## config.mk

```make
export PLATFORM = sky130hd
export DESIGN_NAME = pipe_ctrl_flat
export DESIGN_NICKNAME = d
export VERILOG_FILES = /design/src/rtl/pipe_ctrl_if.sv /design/src/rtl/pipe_ctrl.sv /design/src/flat_wrapper.sv
export SDC_FILE = /design/constraint.sdc
export NUM_CORES = 1
export LEC_CHECK = 0
export BUFFER_PORTS_ARGS = -buffer_cell sky130_fd_sc_hd__buf_2
export CAP_MARGIN = 20
export CORE_AREA = 10 10 47 49
export DETAILED_ROUTE_END_ITERATION = 8
export DIE_AREA = 0 0 57 59
export GPL_TIMING_DRIVEN = 0
export PLACE_DENSITY = 0.73
export SLEW_MARGIN = 20
export SYNTH_ARGS = -nofsm -noshare
export SYNTH_HDL_FRONTEND = slang
export SYNTH_SLANG_ARGS = --single-unit
```

## constraint.sdc

```tcl
create_clock -name clk_i -period 3.3 [get_ports clk_i]
set_input_delay 0.33 -clock clk_i [delete_from_list [all_inputs] [get_ports clk_i]]
set_output_delay 0.33 -clock clk_i [all_outputs]
set_load 0.01 [all_outputs]
```

## src/rtl/pipe_ctrl_if.sv

```systemverilog
// ====================================================================
// pipe_ctrl_if: pipeline-control handshake bundle (pipeline side = master).
// Rev 1.0
// ====================================================================
`default_nettype none

interface pipe_ctrl_if #(
    parameter int NSTAGES = 4,
    parameter int REGW    = 5
);
    logic               mem_stall_i;
    logic               redirect_i;
    logic               ex_load_i;
    logic [REGW-1:0]    ex_rd_i;
    logic [REGW-1:0]    id_rs1_i;
    logic [REGW-1:0]    id_rs2_i;
    logic               id_rs1_use_i;
    logic               id_rs2_use_i;
    logic               imem_req_i;
    logic               imem_resp_i;
    logic               pc_stall_o;
    logic [NSTAGES-1:0] stall_o;
    logic [NSTAGES-1:0] flush_o;
    logic               imem_req_ok_o;
    logic               imem_discard_o;

    modport slave (
        input  mem_stall_i, redirect_i, ex_load_i, ex_rd_i, id_rs1_i, id_rs2_i,
               id_rs1_use_i, id_rs2_use_i, imem_req_i, imem_resp_i,
        output pc_stall_o, stall_o, flush_o, imem_req_ok_o, imem_discard_o
    );

    modport master (
        output mem_stall_i, redirect_i, ex_load_i, ex_rd_i, id_rs1_i, id_rs2_i,
               id_rs1_use_i, id_rs2_use_i, imem_req_i, imem_resp_i,
        input  pc_stall_o, stall_o, flush_o, imem_req_ok_o, imem_discard_o
    );
endinterface

`default_nettype wire

```

## src/rtl/pipe_ctrl.sv

```systemverilog
// ====================================================================
// pipe_ctrl: stall/flush priority and I$ stale-response tracking; PIPE_CTRL_PERF_EN adds perf counters.
// Rev 1.0
// ====================================================================
`default_nettype none

module pipe_ctrl #(
    parameter int NSTAGES   = 4,
    parameter int EX_IDX    = 1,
    parameter int MEM_IDX   = 2,
    parameter int MAX_OUTST = 2,
    parameter int REGW      = 5
) (
    input  wire logic   clk_i,
    input  wire logic   rst_i,
    pipe_ctrl_if.slave  bus
`ifdef PIPE_CTRL_PERF_EN
    ,
    output logic [31:0] perf_stall_cnt_o,
    output logic [31:0] perf_flush_cnt_o,
    output logic [31:0] perf_discard_cnt_o
`endif
);
    localparam int            OW     = $clog2(MAX_OUTST + 1);
    localparam logic [OW-1:0] C_MAXO = OW'(MAX_OUTST);

    localparam logic [0:0] S_RUN   = 1'b0;
    localparam logic [0:0] S_DRAIN = 1'b1;

    logic [0:0]    state_q, state_d;
    logic [OW-1:0] outst_q, outst_d;
    logic [OW-1:0] disc_q,  disc_d;
    logic [OW-1:0] stale;
    logic          load_use;
    logic          redirect_eff;

    assign load_use = bus.ex_load_i && (bus.ex_rd_i != '0) &&
                      ((bus.id_rs1_use_i && (bus.id_rs1_i == bus.ex_rd_i)) ||
                       (bus.id_rs2_use_i && (bus.id_rs2_i == bus.ex_rd_i)));

    assign redirect_eff = bus.redirect_i && !bus.mem_stall_i;

    always_comb begin
        bus.pc_stall_o = 1'b0;
        bus.stall_o    = '0;
        bus.flush_o    = '0;
        if (rst_i) begin
            bus.pc_stall_o = 1'b0;
        end else if (bus.mem_stall_i) begin
            bus.pc_stall_o = 1'b1;
            for (int i = 0; i < NSTAGES; i++) begin
                if (i <= MEM_IDX)     bus.stall_o[i] = 1'b1;
                if (i == MEM_IDX + 1) bus.flush_o[i] = 1'b1;
            end
        end else if (bus.redirect_i) begin
            for (int i = 0; i < NSTAGES; i++) begin
                if (i <= EX_IDX) bus.flush_o[i] = 1'b1;
            end
        end else if (load_use) begin
            bus.pc_stall_o = 1'b1;
            for (int i = 0; i < NSTAGES; i++) begin
                if (i < EX_IDX)  bus.stall_o[i] = 1'b1;
                if (i == EX_IDX) bus.flush_o[i] = 1'b1;
            end
        end
    end

    assign bus.imem_req_ok_o  = rst_i || (outst_q < C_MAXO) || bus.imem_resp_i;
    assign bus.imem_discard_o = !rst_i && (state_q == S_DRAIN) && bus.imem_resp_i;

    // Requests issued this cycle target the new PC, so only pre-existing
    // requests minus any retired now are stale; this also covers redirect in DRAIN.
    always_comb begin
        outst_d = outst_q + OW'(bus.imem_req_i) - OW'(bus.imem_resp_i);
        stale   = outst_q - OW'(bus.imem_resp_i);
        state_d = state_q;
        disc_d  = disc_q;
        if (redirect_eff) begin
            disc_d  = stale;
            state_d = (stale != '0) ? S_DRAIN : S_RUN;
        end else if (state_q == S_DRAIN) begin
            disc_d = disc_q - OW'(bus.imem_resp_i);
            if (disc_d == '0) state_d = S_RUN;
        end
    end

    always_ff @(posedge clk_i or posedge rst_i) begin
        if (rst_i) begin
            state_q <= S_RUN;
            outst_q <= '0;
            disc_q  <= '0;
        end else begin
            state_q <= state_d;
            outst_q <= outst_d;
            disc_q  <= disc_d;
        end
    end

`ifdef PIPE_CTRL_PERF_EN
    logic [31:0] perf_stall_q, perf_flush_q, perf_disc_q;

    always_ff @(posedge clk_i or posedge rst_i) begin
        if (rst_i) begin
            perf_stall_q <= '0;
            perf_flush_q <= '0;
            perf_disc_q  <= '0;
        end else begin
            if (bus.pc_stall_o && (perf_stall_q != '1))     perf_stall_q <= perf_stall_q + 32'd1;
            if ((|bus.flush_o) && (perf_flush_q != '1))     perf_flush_q <= perf_flush_q + 32'd1;
            if (bus.imem_discard_o && (perf_disc_q != '1))  perf_disc_q  <= perf_disc_q + 32'd1;
        end
    end

    assign perf_stall_cnt_o   = perf_stall_q;
    assign perf_flush_cnt_o   = perf_flush_q;
    assign perf_discard_cnt_o = perf_disc_q;
`endif

    a_req_ok: assert property (@(posedge clk_i) disable iff (rst_i)
        bus.imem_req_i |-> bus.imem_req_ok_o);
    a_resp_outst: assert property (@(posedge clk_i) disable iff (rst_i)
        bus.imem_resp_i |-> (outst_q != '0));

endmodule

`default_nettype wire

```

## src/flat_wrapper.sv

```systemverilog
// flat-port wrapper written by rule: the top's interface ports become plain ports
module pipe_ctrl_flat 
#(
    parameter int NSTAGES   = 4,
    parameter int EX_IDX    = 1,
    parameter int MEM_IDX   = 2,
    parameter int MAX_OUTST = 2,
    parameter int REGW      = 5
)
  (clk_i, rst_i, bus_mem_stall_i, bus_redirect_i, bus_ex_load_i, bus_ex_rd_i, bus_id_rs1_i, bus_id_rs2_i, bus_id_rs1_use_i, bus_id_rs2_use_i, bus_imem_req_i, bus_imem_resp_i, bus_pc_stall_o, bus_stall_o, bus_flush_o, bus_imem_req_ok_o, bus_imem_discard_o);
  pipe_ctrl_if #(.NSTAGES(NSTAGES), .REGW(REGW)) bus_i ();
  input  wire logic clk_i;
  input  wire logic rst_i;
  input wire logic [$bits(bus_i.mem_stall_i)-1:0] bus_mem_stall_i;
  input wire logic [$bits(bus_i.redirect_i)-1:0] bus_redirect_i;
  input wire logic [$bits(bus_i.ex_load_i)-1:0] bus_ex_load_i;
  input wire logic [$bits(bus_i.ex_rd_i)-1:0] bus_ex_rd_i;
  input wire logic [$bits(bus_i.id_rs1_i)-1:0] bus_id_rs1_i;
  input wire logic [$bits(bus_i.id_rs2_i)-1:0] bus_id_rs2_i;
  input wire logic [$bits(bus_i.id_rs1_use_i)-1:0] bus_id_rs1_use_i;
  input wire logic [$bits(bus_i.id_rs2_use_i)-1:0] bus_id_rs2_use_i;
  input wire logic [$bits(bus_i.imem_req_i)-1:0] bus_imem_req_i;
  input wire logic [$bits(bus_i.imem_resp_i)-1:0] bus_imem_resp_i;
  output wire logic [$bits(bus_i.pc_stall_o)-1:0] bus_pc_stall_o;
  output wire logic [$bits(bus_i.stall_o)-1:0] bus_stall_o;
  output wire logic [$bits(bus_i.flush_o)-1:0] bus_flush_o;
  output wire logic [$bits(bus_i.imem_req_ok_o)-1:0] bus_imem_req_ok_o;
  output wire logic [$bits(bus_i.imem_discard_o)-1:0] bus_imem_discard_o;
  assign bus_i.mem_stall_i = bus_mem_stall_i;
  assign bus_i.redirect_i = bus_redirect_i;
  assign bus_i.ex_load_i = bus_ex_load_i;
  assign bus_i.ex_rd_i = bus_ex_rd_i;
  assign bus_i.id_rs1_i = bus_id_rs1_i;
  assign bus_i.id_rs2_i = bus_id_rs2_i;
  assign bus_i.id_rs1_use_i = bus_id_rs1_use_i;
  assign bus_i.id_rs2_use_i = bus_id_rs2_use_i;
  assign bus_i.imem_req_i = bus_imem_req_i;
  assign bus_i.imem_resp_i = bus_imem_resp_i;
  assign bus_pc_stall_o = bus_i.pc_stall_o;
  assign bus_stall_o = bus_i.stall_o;
  assign bus_flush_o = bus_i.flush_o;
  assign bus_imem_req_ok_o = bus_i.imem_req_ok_o;
  assign bus_imem_discard_o = bus_i.imem_discard_o;
  pipe_ctrl #(.NSTAGES(NSTAGES), .EX_IDX(EX_IDX), .MEM_IDX(MEM_IDX), .MAX_OUTST(MAX_OUTST), .REGW(REGW)) u_core (.clk_i(clk_i), .rst_i(rst_i), .bus(bus_i));
endmodule
```

== Word-level counts from Yosys, hierarchy flattened ==
Index checks and enable logic that the tools add are counted.

* Register bits after elaboration: 5
* Bits of input ports: 24
* Output and inout bits: 11
* Word-level logic and storage cells: 44

* Add/sub/neg operators: 4
* Order comparisons: 1
* Equal/unequal tests: 2
* Mux-type cells: 18
* Reduce and logical (&&, ||, !) cells: 16

{| class="wikitable"
|+ Operator list
! cell !! count
|-
| 1-bit two-way mux || 12
|-
| 5-bit equality test || 2
|-
| 2-bit two-way mux || 5
|-
| 1-bit logical AND || 7
|-
| 2-bit by 1-bit subtractor with 2-bit output || 3
|-
| 5-bit nonzero test || 1
|-
| 2-bit nonzero test || 2
|-
| 1-bit logical OR || 3
|-
| 3-bit two-way mux || 1
|-
| 2-bit by 1-bit adder with 2-bit output || 1
|-
| 1-bit logical NOT || 2
|-
| 2-bit logical NOT || 1
|-
| 2-bit less-than comparator (second input constant) || 1
|}

== Longest topological paths before layout ==
* Word-level depth: 8
* Depth in mapped cells: 6
* Gate-level depth less buffers: 6

== Worst setup path before layout ==
Ideal clock, no wire load.

* Path kind: input port to output port
* Start point: in bus_id_rs1_i[3]
* End point: out bus_stall_o[0]
* Arrival: 1317 ps
* Required time: 2970 ps
* Path slack: 1653 ps
* Stages: 5
* Path buffers: 1
* Cells stage by stage: xor2_1 nor4_2 a32oi_1 o22ai_1 buf_4

* Longest elaborated chain between the ends: 8

{| class="wikitable"
|+ RTL lines
! element !! line !! RTL
|-
| start, declared || flat_wrapper.sv:18 || <nowiki>input wire logic [$bits(bus_i.id_rs1_i)-1:0] bus_id_rs1_i;</nowiki>
|-
| 5-bit equality test || pipe_ctrl.sv:38 || <nowiki>((bus.id_rs1_use_i && (bus.id_rs1_i == bus.ex_rd_i)) ||</nowiki>
|-
| 1-bit logical AND || pipe_ctrl.sv:38 ||
|-
| 1-bit logical OR || pipe_ctrl.sv:38 ||
|-
| 1-bit logical AND || pipe_ctrl.sv:37 || <nowiki>assign load_use = bus.ex_load_i && (bus.ex_rd_i != '0) &&</nowiki>
|-
| 1-bit two-way mux || pipe_ctrl.sv:59 || <nowiki>end else if (load_use) begin</nowiki>
|-
| 1-bit two-way mux || pipe_ctrl.sv:55 || <nowiki>end else if (bus.redirect_i) begin</nowiki>
|-
| 1-bit two-way mux || pipe_ctrl.sv:49 || <nowiki>end else if (bus.mem_stall_i) begin</nowiki>
|-
| 3-bit two-way mux || pipe_ctrl.sv:47 || <nowiki>if (rst_i) begin</nowiki>
|-
| end, declared || flat_wrapper.sv:25 || <nowiki>output wire logic [$bits(bus_i.stall_o)-1:0] bus_stall_o;</nowiki>
|}

No other way between the ends.

== Worst setup path after layout ==
* Start point: in bus_ex_rd_i[3]
* End point: out bus_stall_o[0]

* Longest elaborated chain between the ends: 8
* Elaborated cells on any way between the ends: 12
* Classes of those cells: eq/ne (2); mux (4); reduce/logical (6)

{| class="wikitable"
|+ RTL lines
! element !! line !! RTL
|-
| start, declared || flat_wrapper.sv:17 || <nowiki>input wire logic [$bits(bus_i.ex_rd_i)-1:0] bus_ex_rd_i;</nowiki>
|-
| 5-bit equality test, on equally long branches || pipe_ctrl.sv:38, pipe_ctrl.sv:39 ||
|-
| 1-bit logical AND, on equally long branches || pipe_ctrl.sv:38, pipe_ctrl.sv:39 ||
|-
| 1-bit logical OR || pipe_ctrl.sv:38 ||
|-
| 1-bit logical AND * || pipe_ctrl.sv:37 ||
|-
| 1-bit two-way mux * || pipe_ctrl.sv:59 ||
|-
| 1-bit two-way mux * || pipe_ctrl.sv:55 ||
|-
| 1-bit two-way mux * || pipe_ctrl.sv:49 ||
|-
| 3-bit two-way mux * || pipe_ctrl.sv:47 ||
|}

Mark *: on every way between the ends. The rest lies on a longest branch, timed or not.

==> results.txt <==
----------------------------------------------------
[Run status]
  Run status ... finished, final reports clean

[Detailed routing]
  Number of remaining DRC errors ... 0
  Wire per inst ... 11.2 µm
  Iteration-0 DRC Markers ... 4
  First drt pass iteration count ... 6
  Total vias in the final route ... 509
  Vias per Instance ... 4.50
  Wire length reported by the detailed router ... 1270 µm
  Detail Route Antenna Nets ... 0

[CTS]
  Clock-pin slew of the registers on the worst-case setup and hold paths ... 0.05 ns
  CTS sink cnt ... 5
  Count of instances resized after the clock tree is built ... 0
  Level count of the clock H-tree ... 1
  Root buffer cell ... sky130_fd_sc_hd__clkbuf_4
  Number of buffers created by CTS ... 3
  Clock insertion delay at the later pin of the skew report ... 0.24 ns
  Number of buffers on the longest clock path ... 2
  Buffer count from post-CTS setup fixing ... 0
  Hold buffers post-CTS ... 0
  CTS tree ... yes

[Die]
  Num rows ... 14
  Horiz. Die Dim ... 57 µm
  Initial core utilization ... 0.351
  Number of top-level pins ... 35
  Floorplan Core Area ... 1400 µm²
  Die outline height ... 59 µm
  Overall die area ... 3360 µm²

[Synthesis]
  Largest area contributor in the netlist ... sky130_fd_sc_hd__dfrtp_1
  Proportion of synthesized flip-flops having asynchronous set or reset ... 1.00
  Netlist Area Pre-Place ... 492 µm²
  Mapped Avg Cell Area ... 8.20 µm²
  Most numerous cell in the Yosys netlist ... sky130_fd_sc_hd__xor2_1
  Biggest area contributors in the synthesized netlist ... sky130_fd_sc_hd__dfrtp_1 25%, sky130_fd_sc_hd__xor2_1 14%, sky130_fd_sc_hd__xnor2_1 11%
  Warning count from the yosys run ... 0
  Number of standard cells after synthesis ... 60
  Area share of the leading cell type in the synthesized netlist ... 0.254
  Sequential share of the synthesized area ... 0.254
  EDFF count, synth ... 0
  Number of storage elements in the synthesis netlist ... 5
  Most frequent cells after synthesis ... 8 x sky130_fd_sc_hd__xor2_1, 6 x sky130_fd_sc_hd__inv_1, 6 x sky130_fd_sc_hd__nand2_1, 6 x sky130_fd_sc_hd__xnor2_1
  Number of different library cells in the post-synthesis netlist ... 22
  Most used DFF post-synth ... sky130_fd_sc_hd__dfrtp_1

[Power]
  Largest vdd supply drop ... 0.232 mV
  Leakage component of the power ... 0.384 nW
  Power density of the placed cells ... 497 nW/µm²
  Total Power Consumption ... 0.000349 W

[STA]
  Setup violations, final ... 0
  Least setup slack across all paths after layout ... 1.49 ns
  Peak clock frequency supported by timing ... 551 MHz
  TNS Setup ... 0 ns
  Final Max Tran Viols ... 0
  Clock period minus worst slack ... 1.81 ns
  Fin Clk Skew ... 0.00535 ns
  Unrepaired setup endpoints after global routing ... false
  Final Hold Fails ... 0
  Fraction of the cycle the final worst path needs ... 0.550
  Hold_ws ... 0.0533 ns

[Worst setup path]
  Required @ worst endpoint ... 2.97 ns
  Worst path bufs/invs ... 3
  Critical Path, Cell by Cell ... buf_2, xor2_1, nor4_2, a32oi_1, o22ai_1, buf_4, buf_2
  Worst setup SP type ... input pin
  Crit Path Max Fanout ... 3
  Worst endpoint data arrival time ... 1.48 ns
  Crit. End Element ... primary output
  Crit path max-delay family ... buffers and inverters
  Crit path top cell by count ... sky130_fd_sc_hd__buf_2
  Setup CP Type ... in2out
  Cell at the slowest stage of the critical path ... sky130_fd_sc_hd__nor4_2
  Delay contributed by the slowest stage of the critical path ... 0.27 ns

[Global routing]
  Largest net degree at the start of global routing ... 9
  Most congested layer reported by global routing ... met2
  Wire length of the first global-routing pass ... 2170 µm
  All-Layer GR Usage ... 0.0759
  Global route overflow ... 0
  Vias in the first global route ... 571
  Met1 routing resource usage after global routing ... 0.0755
  M2 GR Usage ... 0.138
  GRT met3 Usage ... 0.0236
  Initial antenna violation count ... 0

[Cells and area]
  Post-route non-filler standard cell count ... 113
  Fill count ... 153
  Share of cells above drive strength 1 ... 0.433
  Signed area change from the synthesized netlist to the final layout ... 42.7%
  Antenna fix cells ... 0
  Final net count ... 125

[Placed design]
  Total instance count after detailed placement ... 109
  Post-placement worst setup slack ... 1.48 ns
  Final weighted congestion in routability-driven placement ... 0.688
  Port-buffer cells ... 32
  Estimated wirelength of the detail-placed design ... 1160 µm

[Flow run]
  Max-cap violations ... 0

[Min path]
  Hold Path Class ... in2async

----------------------------------------------------
stage by stage:
step | util | area (µm²)
after global routing | 0.501 | 702
after global placement | 0.482 | 676
final | 0.501 | 702
after CTS | 0.501 | 702
after detailed placement | 0.482 | 676
after floorplan | - | 495
final timing paths:
check	startpoint	end	slack (ns)	cells after the start
max reg2reg	u_core.outst_q[0]	u_core.state_q	2.04	5
max	bus_ex_rd_i[3]	bus_stall_o[0]	1.49	7
min in group clk_i	bus_imem_req_i	u_core.outst_q[0]	0.33	2
max in group asynchronous	rst_i	u_core.outst_q[0]	3.04	2
min	rst_i	u_core.state_q	0.05	2
min reg2reg	u_core.disc_q[0]	u_core.disc_q[0]	0.55	2
flip-flops by register name, summed over array words and instances (netlist names):
name            count
u_core.disc_q       2
u_core.outst_q      2
u_core.state_q      1
final cells by class:
class                           count  area, µm²  share of cell area
Buffer                              5       37.5              0.0535
Clock buffer                        4       26.3              0.0374
Inverter                            6       22.5              0.0321
Multi-Input combinational cell     45        310               0.442
Sequential cell                     5        125               0.178
Tap cell                           16       20.0              0.0285
Timing Repair Buffer               32        160               0.228
layout by cell type (no fill, tap or decap), drive strengths merged:
cell    Yosys  layout
o211ai      1       1
a21oi       1       1
a32oi       1       1
inv         6       6
dfrtp       5       5
o21ai       2       2
nand2       6       6
ha          3       3
and3        1       1
o22ai       2       2
xnor2       6       6
nor3        1       1
xor2        8       8
conb        1       2
a31o        1       1
buf         5      37
nand4       1       1
clkbuf      0       4
nor4        2       2
nand3       2       2
and2        1       1
nor2        4       4
metal layers:
layer	share of wire	vias to the layer above
li1	-	269
met1	0.42	220
met2	0.50	20
met3	0.076	0
met4	0	0
met5	0	-
power by group:
group / leakage [nW] / switching [W] / internal [W] / total (W)
registers: 0.0598 / 0.0000215 / 0.0000934 / 0.000115
logic: 0.309 / 0.0000779 / 0.0000863 / 0.000164
clock network: 0.0150 / 0.0000243 / 0.0000457 / 0.0000700
worst register-to-register path: stages (launching register included):
cell and delay (ns):
sky130_fd_sc_hd__dfrtp_1 0.32, sky130_fd_sc_hd__inv_1 0.04, sky130_fd_sc_hd__ha_1 0.18, sky130_fd_sc_hd__xnor2_1 0.27, sky130_fd_sc_hd__a21oi_1 0.13, sky130_fd_sc_hd__a31o_2 0.22
kinds of logic (layout without fill, tap and decap cells):
logic type / Yosys count / count (layout) / share of synthesized area
compound gates: 8 / 8 / 0.107
xor+xnor: 14 / 14 / 0.249
fa+ha+maj: 3 / 3 / 0.0763
buf+inv: 11 / 47 / 0.122
flops: 5 / 5 / 0.254
other cells: 1 / 2 / 0.00763
simple gates: 18 / 18 / 0.183
Note: power is estimated with default switching activity, not from simulation.
